File: config.mk
export PLATFORM = sky130hd
export DESIGN_NAME = traffic_light_controller_n
export DESIGN_NICKNAME = d
export VERILOG_FILES = /design/src/rtl/traffic_light_controller_n.sv
export SDC_FILE = /design/constraint.sdc
export NUM_CORES = 1
export LEC_CHECK = 0
export BUFFER_PORTS_ARGS = -buffer_cell sky130_fd_sc_hd__buf_2
export CORE_MARGIN = 4
export CORE_UTILIZATION = 45
export DETAILED_ROUTE_END_ITERATION = 7
export GPL_TIMING_DRIVEN = 0
export PLACE_DENSITY = 0.61
export SYNTH_ARGS = -nofsm -noshare
export SYNTH_HDL_FRONTEND = slang
export SYNTH_SLANG_ARGS = --single-unit
File: constraint.sdc
create_clock -name clk -period 3.3 [get_ports clk]
set_input_delay 0.99 -clock clk [delete_from_list [all_inputs] [get_ports clk]]
set_output_delay 0.99 -clock clk [all_outputs]
set_load 0.005 [all_outputs]
File: src/rtl/traffic_light_controller_n.sv
// N-road traffic light controller: green/yellow/all-red cycle with empty-road skipping and emergency/jam preemption.
// Optional pedestrian walk phase is enabled by defining TLC_PED_WALK_EN.
module traffic_light_controller_n #(
    parameter int NUM_ROADS    = 4,
    parameter int GREEN_TICKS  = 20,
    parameter int YELLOW_TICKS = 4,
    parameter int ALLRED_TICKS = 1,
`ifdef TLC_PED_WALK_EN
    parameter int PED_TICKS    = 10,
`endif
    parameter int CNT_W        = 8
) (
    input  logic                         clk,
    input  logic                         rst,
    input  logic [NUM_ROADS-1:0]         emergency,
    input  logic [NUM_ROADS-1:0]         jam,
    input  logic [NUM_ROADS-1:0]         empty,
`ifdef TLC_PED_WALK_EN
    input  logic                         ped_req,
    output logic                         walk,
`endif
    output logic [3*NUM_ROADS-1:0]       lights,
    output logic [$clog2(NUM_ROADS)-1:0] active_road,
    output logic [1:0]                   phase
);

    localparam int RW = $clog2(NUM_ROADS);

    localparam logic [CNT_W-1:0] GREEN_LAST  = CNT_W'(GREEN_TICKS - 1);
    localparam logic [CNT_W-1:0] YELLOW_LAST = CNT_W'(YELLOW_TICKS - 1);
    localparam logic [CNT_W-1:0] ALLRED_LAST = CNT_W'((ALLRED_TICKS > 0) ? ALLRED_TICKS - 1 : 0);
`ifdef TLC_PED_WALK_EN
    localparam logic [CNT_W-1:0] PED_LAST    = CNT_W'(PED_TICKS - 1);
`endif

    typedef enum logic [1:0] {
        PH_GREEN  = 2'b00,
        PH_YELLOW = 2'b01,
        PH_ALLRED = 2'b10,
        PH_PED    = 2'b11
    } phase_t;

    phase_t                  phase_reg, phase_next;
    logic [RW-1:0]           active_reg, active_next;
    logic [RW-1:0]           next_reg, next_next;
    logic [CNT_W-1:0]        count_reg, count_next;
    logic                    run_reg;
    logic [3*NUM_ROADS-1:0]  lights_reg;
    wire  [3*NUM_ROADS-1:0]  lights_next;
`ifdef TLC_PED_WALK_EN
    logic                    pending_reg, pending_next;
    logic                    walk_reg;
    logic [RW-1:0]           emg_any_idx;
`endif

    logic [NUM_ROADS-1:0]    active_mask;
    logic [NUM_ROADS-1:0]    emg_other, jam_other, live_other;
    logic [RW-1:0]           emg_idx, jam_idx, rr_idx, rr_pos;
    logic                    rr_found;
    logic                    clear_done;
    logic [CNT_W-1:0]        count_inc;
    int                      rr_sum;

    assign active_mask = {{(NUM_ROADS-1){1'b0}}, 1'b1} << active_reg;
    assign emg_other   = emergency & ~active_mask;
    assign jam_other   = jam & ~active_mask;
    assign live_other  = ~empty & ~active_mask;
    assign count_inc   = (&count_reg) ? count_reg : count_reg + CNT_W'(1);

    // Lowest-index priority encoders plus the round-robin successor of the active road.
    always_comb begin
        emg_idx  = '0;
        jam_idx  = '0;
        rr_idx   = '0;
        rr_pos   = '0;
        rr_found = 1'b0;
        rr_sum   = 0;
`ifdef TLC_PED_WALK_EN
        emg_any_idx = '0;
`endif
        for (int i = NUM_ROADS - 1; i >= 0; i--) begin
            if (emg_other[i]) emg_idx = RW'(i);
            if (jam_other[i]) jam_idx = RW'(i);
`ifdef TLC_PED_WALK_EN
            if (emergency[i]) emg_any_idx = RW'(i);
`endif
        end
        for (int k = NUM_ROADS - 1; k >= 1; k--) begin
            rr_sum = int'(active_reg) + k;
            if (rr_sum >= NUM_ROADS) rr_sum = rr_sum - NUM_ROADS;
            rr_pos = RW'(rr_sum);
            if (!empty[rr_pos]) begin
                rr_found = 1'b1;
                rr_idx   = rr_pos;
            end
        end
    end

    always_comb begin
        phase_next  = phase_reg;
        active_next = active_reg;
        next_next   = next_reg;
        count_next  = count_reg;
        clear_done  = 1'b0;
`ifdef TLC_PED_WALK_EN
        pending_next = pending_reg | ped_req;
`endif
        if (run_reg) begin
            case (phase_reg)
                PH_GREEN: begin
                    if (emergency[active_reg]) begin
                        // Held green keeps the count at zero so a full green follows release.
                        count_next = '0;
                    end else if (|emg_other) begin
                        phase_next = PH_YELLOW;
                        next_next  = emg_idx;
                        count_next = '0;
                    end else if (|jam_other) begin
                        phase_next = PH_YELLOW;
                        next_next  = jam_idx;
                        count_next = '0;
                    end else if (empty[active_reg] && (|live_other)) begin
                        phase_next = PH_YELLOW;
                        next_next  = rr_idx;
                        count_next = '0;
                    end else if (count_reg == GREEN_LAST) begin
                        count_next = '0;
                        if (rr_found) begin
                            phase_next = PH_YELLOW;
                            next_next  = rr_idx;
                        end
                    end else begin
                        count_next = count_inc;
                    end
                end
                PH_YELLOW: begin
                    if ((|emg_other) && !emergency[next_reg]) next_next = emg_idx;
                    if (count_reg == YELLOW_LAST) begin
                        count_next = '0;
                        if (ALLRED_TICKS > 0) phase_next = PH_ALLRED;
                        else clear_done = 1'b1;
                    end else begin
                        count_next = count_inc;
                    end
                end
                PH_ALLRED: begin
                    if ((|emg_other) && !emergency[next_reg]) next_next = emg_idx;
                    if (count_reg == ALLRED_LAST) clear_done = 1'b1;
                    else count_next = count_inc;
                end
`ifdef TLC_PED_WALK_EN
                PH_PED: begin
                    if (|emergency) begin
                        phase_next  = PH_GREEN;
                        active_next = emg_any_idx;
                        count_next  = '0;
                    end else if (count_reg == PED_LAST) begin
                        phase_next  = PH_GREEN;
                        active_next = next_reg;
                        count_next  = '0;
                    end else begin
                        count_next = count_inc;
                    end
                end
`endif
                default: phase_next = PH_GREEN;
            endcase

            // Leaving the clearance interval: serve the next road, or the walk phase if one is pending.
            if (clear_done) begin
                count_next = '0;
`ifdef TLC_PED_WALK_EN
                if (pending_reg) begin
                    phase_next   = PH_PED;
                    pending_next = 1'b0;
                end else begin
                    phase_next  = PH_GREEN;
                    active_next = next_next;
                end
`else
                phase_next  = PH_GREEN;
                active_next = next_next;
`endif
            end
        end
    end

    generate
        for (genvar gi = 0; gi < NUM_ROADS; gi++) begin : g_lamp
            localparam logic [RW-1:0] IDX = RW'(gi);
            assign lights_next[3*gi +: 3] =
                (phase_next == PH_GREEN  && active_next == IDX) ? 3'b001 :
                (phase_next == PH_YELLOW && active_next == IDX) ? 3'b010 :
                (phase_next == PH_YELLOW && next_next   == IDX) ? 3'b110 :
                                                                  3'b100;
        end
    endgenerate

    always_ff @(posedge clk or negedge rst) begin
        if (!rst) begin
            phase_reg   <= PH_GREEN;
            active_reg  <= '0;
            next_reg    <= RW'(1);
            count_reg   <= '0;
            run_reg     <= 1'b0;
            lights_reg  <= '0;
`ifdef TLC_PED_WALK_EN
            pending_reg <= 1'b0;
            walk_reg    <= 1'b0;
`endif
        end else begin
            phase_reg   <= phase_next;
            active_reg  <= active_next;
            next_reg    <= next_next;
            count_reg   <= count_next;
            run_reg     <= 1'b1;
            lights_reg  <= lights_next;
`ifdef TLC_PED_WALK_EN
            pending_reg <= pending_next;
            walk_reg    <= (phase_next == PH_PED);
`endif
        end
    end

    assign lights      = lights_reg;
    assign active_road = active_reg;
    assign phase       = phase_reg;
`ifdef TLC_PED_WALK_EN
    assign walk        = walk_reg;
`endif

endmodule
==> run summary <==
Status: completed
Number of synthesized flops with an enable pin: 0
Hold Startpoint: count_reg[3]
I/O Pins: 30
Post-CTS setup repair buffer count: 0
WP data required: 3460 ps
Mapped cell area: 0.00212 mm²
Worst-Skew Late Latency: 270 ps
GRT Total Usage: 0.169
Relative slew slack: 0.611
Row count: 24
Final nets: 288
Worst Hold Path Cells: 1
Clock Sinks: 27
Layout cells sized above 1: 0.251
P&R area growth vs syn: 12.0%
Seq/Total Area, Yosys: 0.319
Reg2Reg Capture Point: lights[5]
Via density per instance: 5.76
Die width: 76.7 µm
Total power: 1420 µW
RSZ-0062 raised after global routing: false
Max Buffers Root-to-Sink: 2
Htree depth: 1
Critical Path Source Type: register
Post-Synthesis Cells: 232
Number of global-route vias before repair: 1,757
Core area: 0.00444 mm²
Endpoints failing setup: 0
Die area: 0.00588 mm²
DRT Pass-1 Iters: 4
Yosys top cell area share: 0.307
Crit Path Max Fanout: 10
Async SR Flop Fraction: 1.00
F_max: 0.328 GHz
Minimum clock period: 3050 ps
YS warnings: 0
Pwr Density: 596 mW/mm²
GPL Wtd Cong: 0.857
Syn nets: 256
Initial core utilization: 0.477
Critical path type: register to register
DR iter-0 viols: 111
Dominant cells by area after synthesis: dfrtp_1 (31%), ha_1 (5.9%), a21oi_1 (4.5%)
HPWL Detailed: 3640 µm
Reg2reg setup slack: 250 ps
Number of buffers created by CTS: 3
Hold Crit Class: register to register
Drc violations: 0
Initial antenna violation count: 0
Reg clk slew, reported paths: 90 ps
Final wirelength: 4780 µm
Via count: 1,813
CTS tree: built
Syn_area_per_cell: 9.15 µm²
Maxcap violations: 0
FF-to-FF path depth: 12
Worst Hold End: count_reg[3]
Total gr overflow: 0
Setup TNS: 0 ps
Static leakage: 0.00106 µW
Slew @ Worst Pin: 583 ps
Wire per inst: 15.2 µm
CTS root buf: clkbuf_8
First-pass GRT wire length: 8360 µm
Tcrit/Tclk final: 0.924
Max Clock Skew: 4.60 ps
Synth Register Bits: 27
Crit path DAT: 3210 ps
Top FF cell, synth: dfrtp_1
Port Buffers: 27
CP Capture Type: register
Peak supply drop: 0.396 mV
Routed Antenna Nets: 0
Fin. max-slew vios: 0
RR Startpoint: active_road[0]
N_diodes: 0
Largest net degree at the start of global routing: 28
Leading area contributor after synthesis: dfrtp_1
Die Y-Extent: 76.7 µm
Flip-flop count of the largest register after layout: 12
Synth cell types: 68
Final hold vios: 0
-- synthesized netlist by cell type, types with 4 or more instances --
library cell	n
dfrtp_1	26
or2_1	5
a211oi_1	4
nor2b_1	8
nand2b_1	8
mux2i_1	4
a21o_1	5
a21oi_1	19
nand3_1	8
ha_1	10
o22ai_1	4
nand4_1	4
inv_1	12
mux4_2	4
o21ai_0	9
nand2_1	18
nor2_1	19
-- layer usage --
metal	vias up	GRT usage	share of wire
met4	0	0.0616	0.021
li1	911	-	-
met1	855	0.235	0.50
met3	11	0.0269	0.041
met2	36	0.263	0.44
met5	-	0	0
-- where the power goes --
part | switching (µW) | leakage, µW | internal [µW]
Combinational | 407 | 0.000693 | 341
Sequential | 64.4 | 0.000343 | 415
Clock | 103 | 0.0000217 | 85.6
-- kinds of logic (layout without fill, tap and decap cells) --
kind of cell | Yosys count | in the layout | synth area share
buffers and inverters | 24 | 55 | 0.0672
adders and majority gates | 10 | 10 | 0.0590
DFF | 27 | 27 | 0.319
other | 1 | 1 | 0.00177
and+or+nand+nor | 93 | 93 | 0.239
AOI/OAI and AO/OA | 67 | 67 | 0.235
muxes | 10 | 10 | 0.0790
-- metrics by stage --
stage	cells	utilization	hold slack, ps	cell area, µm²	setup WS (ps)
floorplan	232	-	500	2120	411
global placement	311	0.523	533	2320	64.3
detailed placement	311	0.523	536	2320	54.8
CTS	315	0.534	547	2370	230
global route	315	0.535	573	2380	34.1
finish	315	0.535	544	2380	251
-- worst max-delay path, stage by stage (launching register included) --
cell and delay [ps]:
dfrtp_1 420, buf_6 150, buf_8 130, inv_1 100, ha_1 260, nand2b_1 200, and4_1 250, or4_1 560
nand2_1 100, a211oi_1 100, a21oi_4 240, nand3_1 170, or2_1 250
-- area by class of cell --
cell class / instances / area (µm²)
Clock inverter: 1 / 7.51
Timing Repair Buffer: 27 / 135
Fill cell: 428 / 2070
Multi-Input combinational cell: 181 / 1310
Inverter: 14 / 52.6
Buffer: 10 / 90.1
Clock buffer: 3 / 41.3
Sequential cell: 27 / 677
Tap cell: 52 / 65.1
-- cell usage in the layout (no fill, tap or decap), types with 2 or more instances in the layout --
cell type	synthesis	layout
buf_2	2	29
dfrtp_1	26	26
nor2_1	19	19
a21oi_1	19	19
nand2_1	18	18
inv_1	12	12
ha_1	10	10
o21ai_0	9	9
nand2b_1	8	8
nand3_1	8	8
nor2b_1	8	8
a21o_1	5	5
or2_1	5	5
a211oi_1	4	4
mux4_2	4	4
mux2i_1	4	4
o22ai_1	4	4
nand4_1	4	4
nor3_1	3	3
or3_1	3	3
clkbuf_8	0	3
buf_4	2	2
buf_6	2	2
and3_2	2	2
clkbuf_1	2	2
a22oi_1	2	2
a211oi_2	2	2
o311ai_1	2	2
nor3b_1	2	2
nand3b_1	2	2
-- worst max path at each step --
stage / startpoint / end / slack (ps) / depth (start not counted)
after floorplan: empty[0] / lights[4] / 410 / 8
after global placement: empty[3] / lights[5] / 60 / 9
after detailed placement: empty[3] / lights[5] / 50 / 9
after CTS: active_road[0] / lights[5] / 230 / 12
after global routing: active_road[0] / lights[8] / 30 / 13
final: active_road[0] / lights[5] / 250 / 12
-- repair_timing --
item	in CTS	in global routing
hold buffers	0	0
resized for setup	0	1
hold endpoints to repair	0	0
endpoints found under the setup margin	0	3
Note: power is estimated with default switching activity, not from simulation.
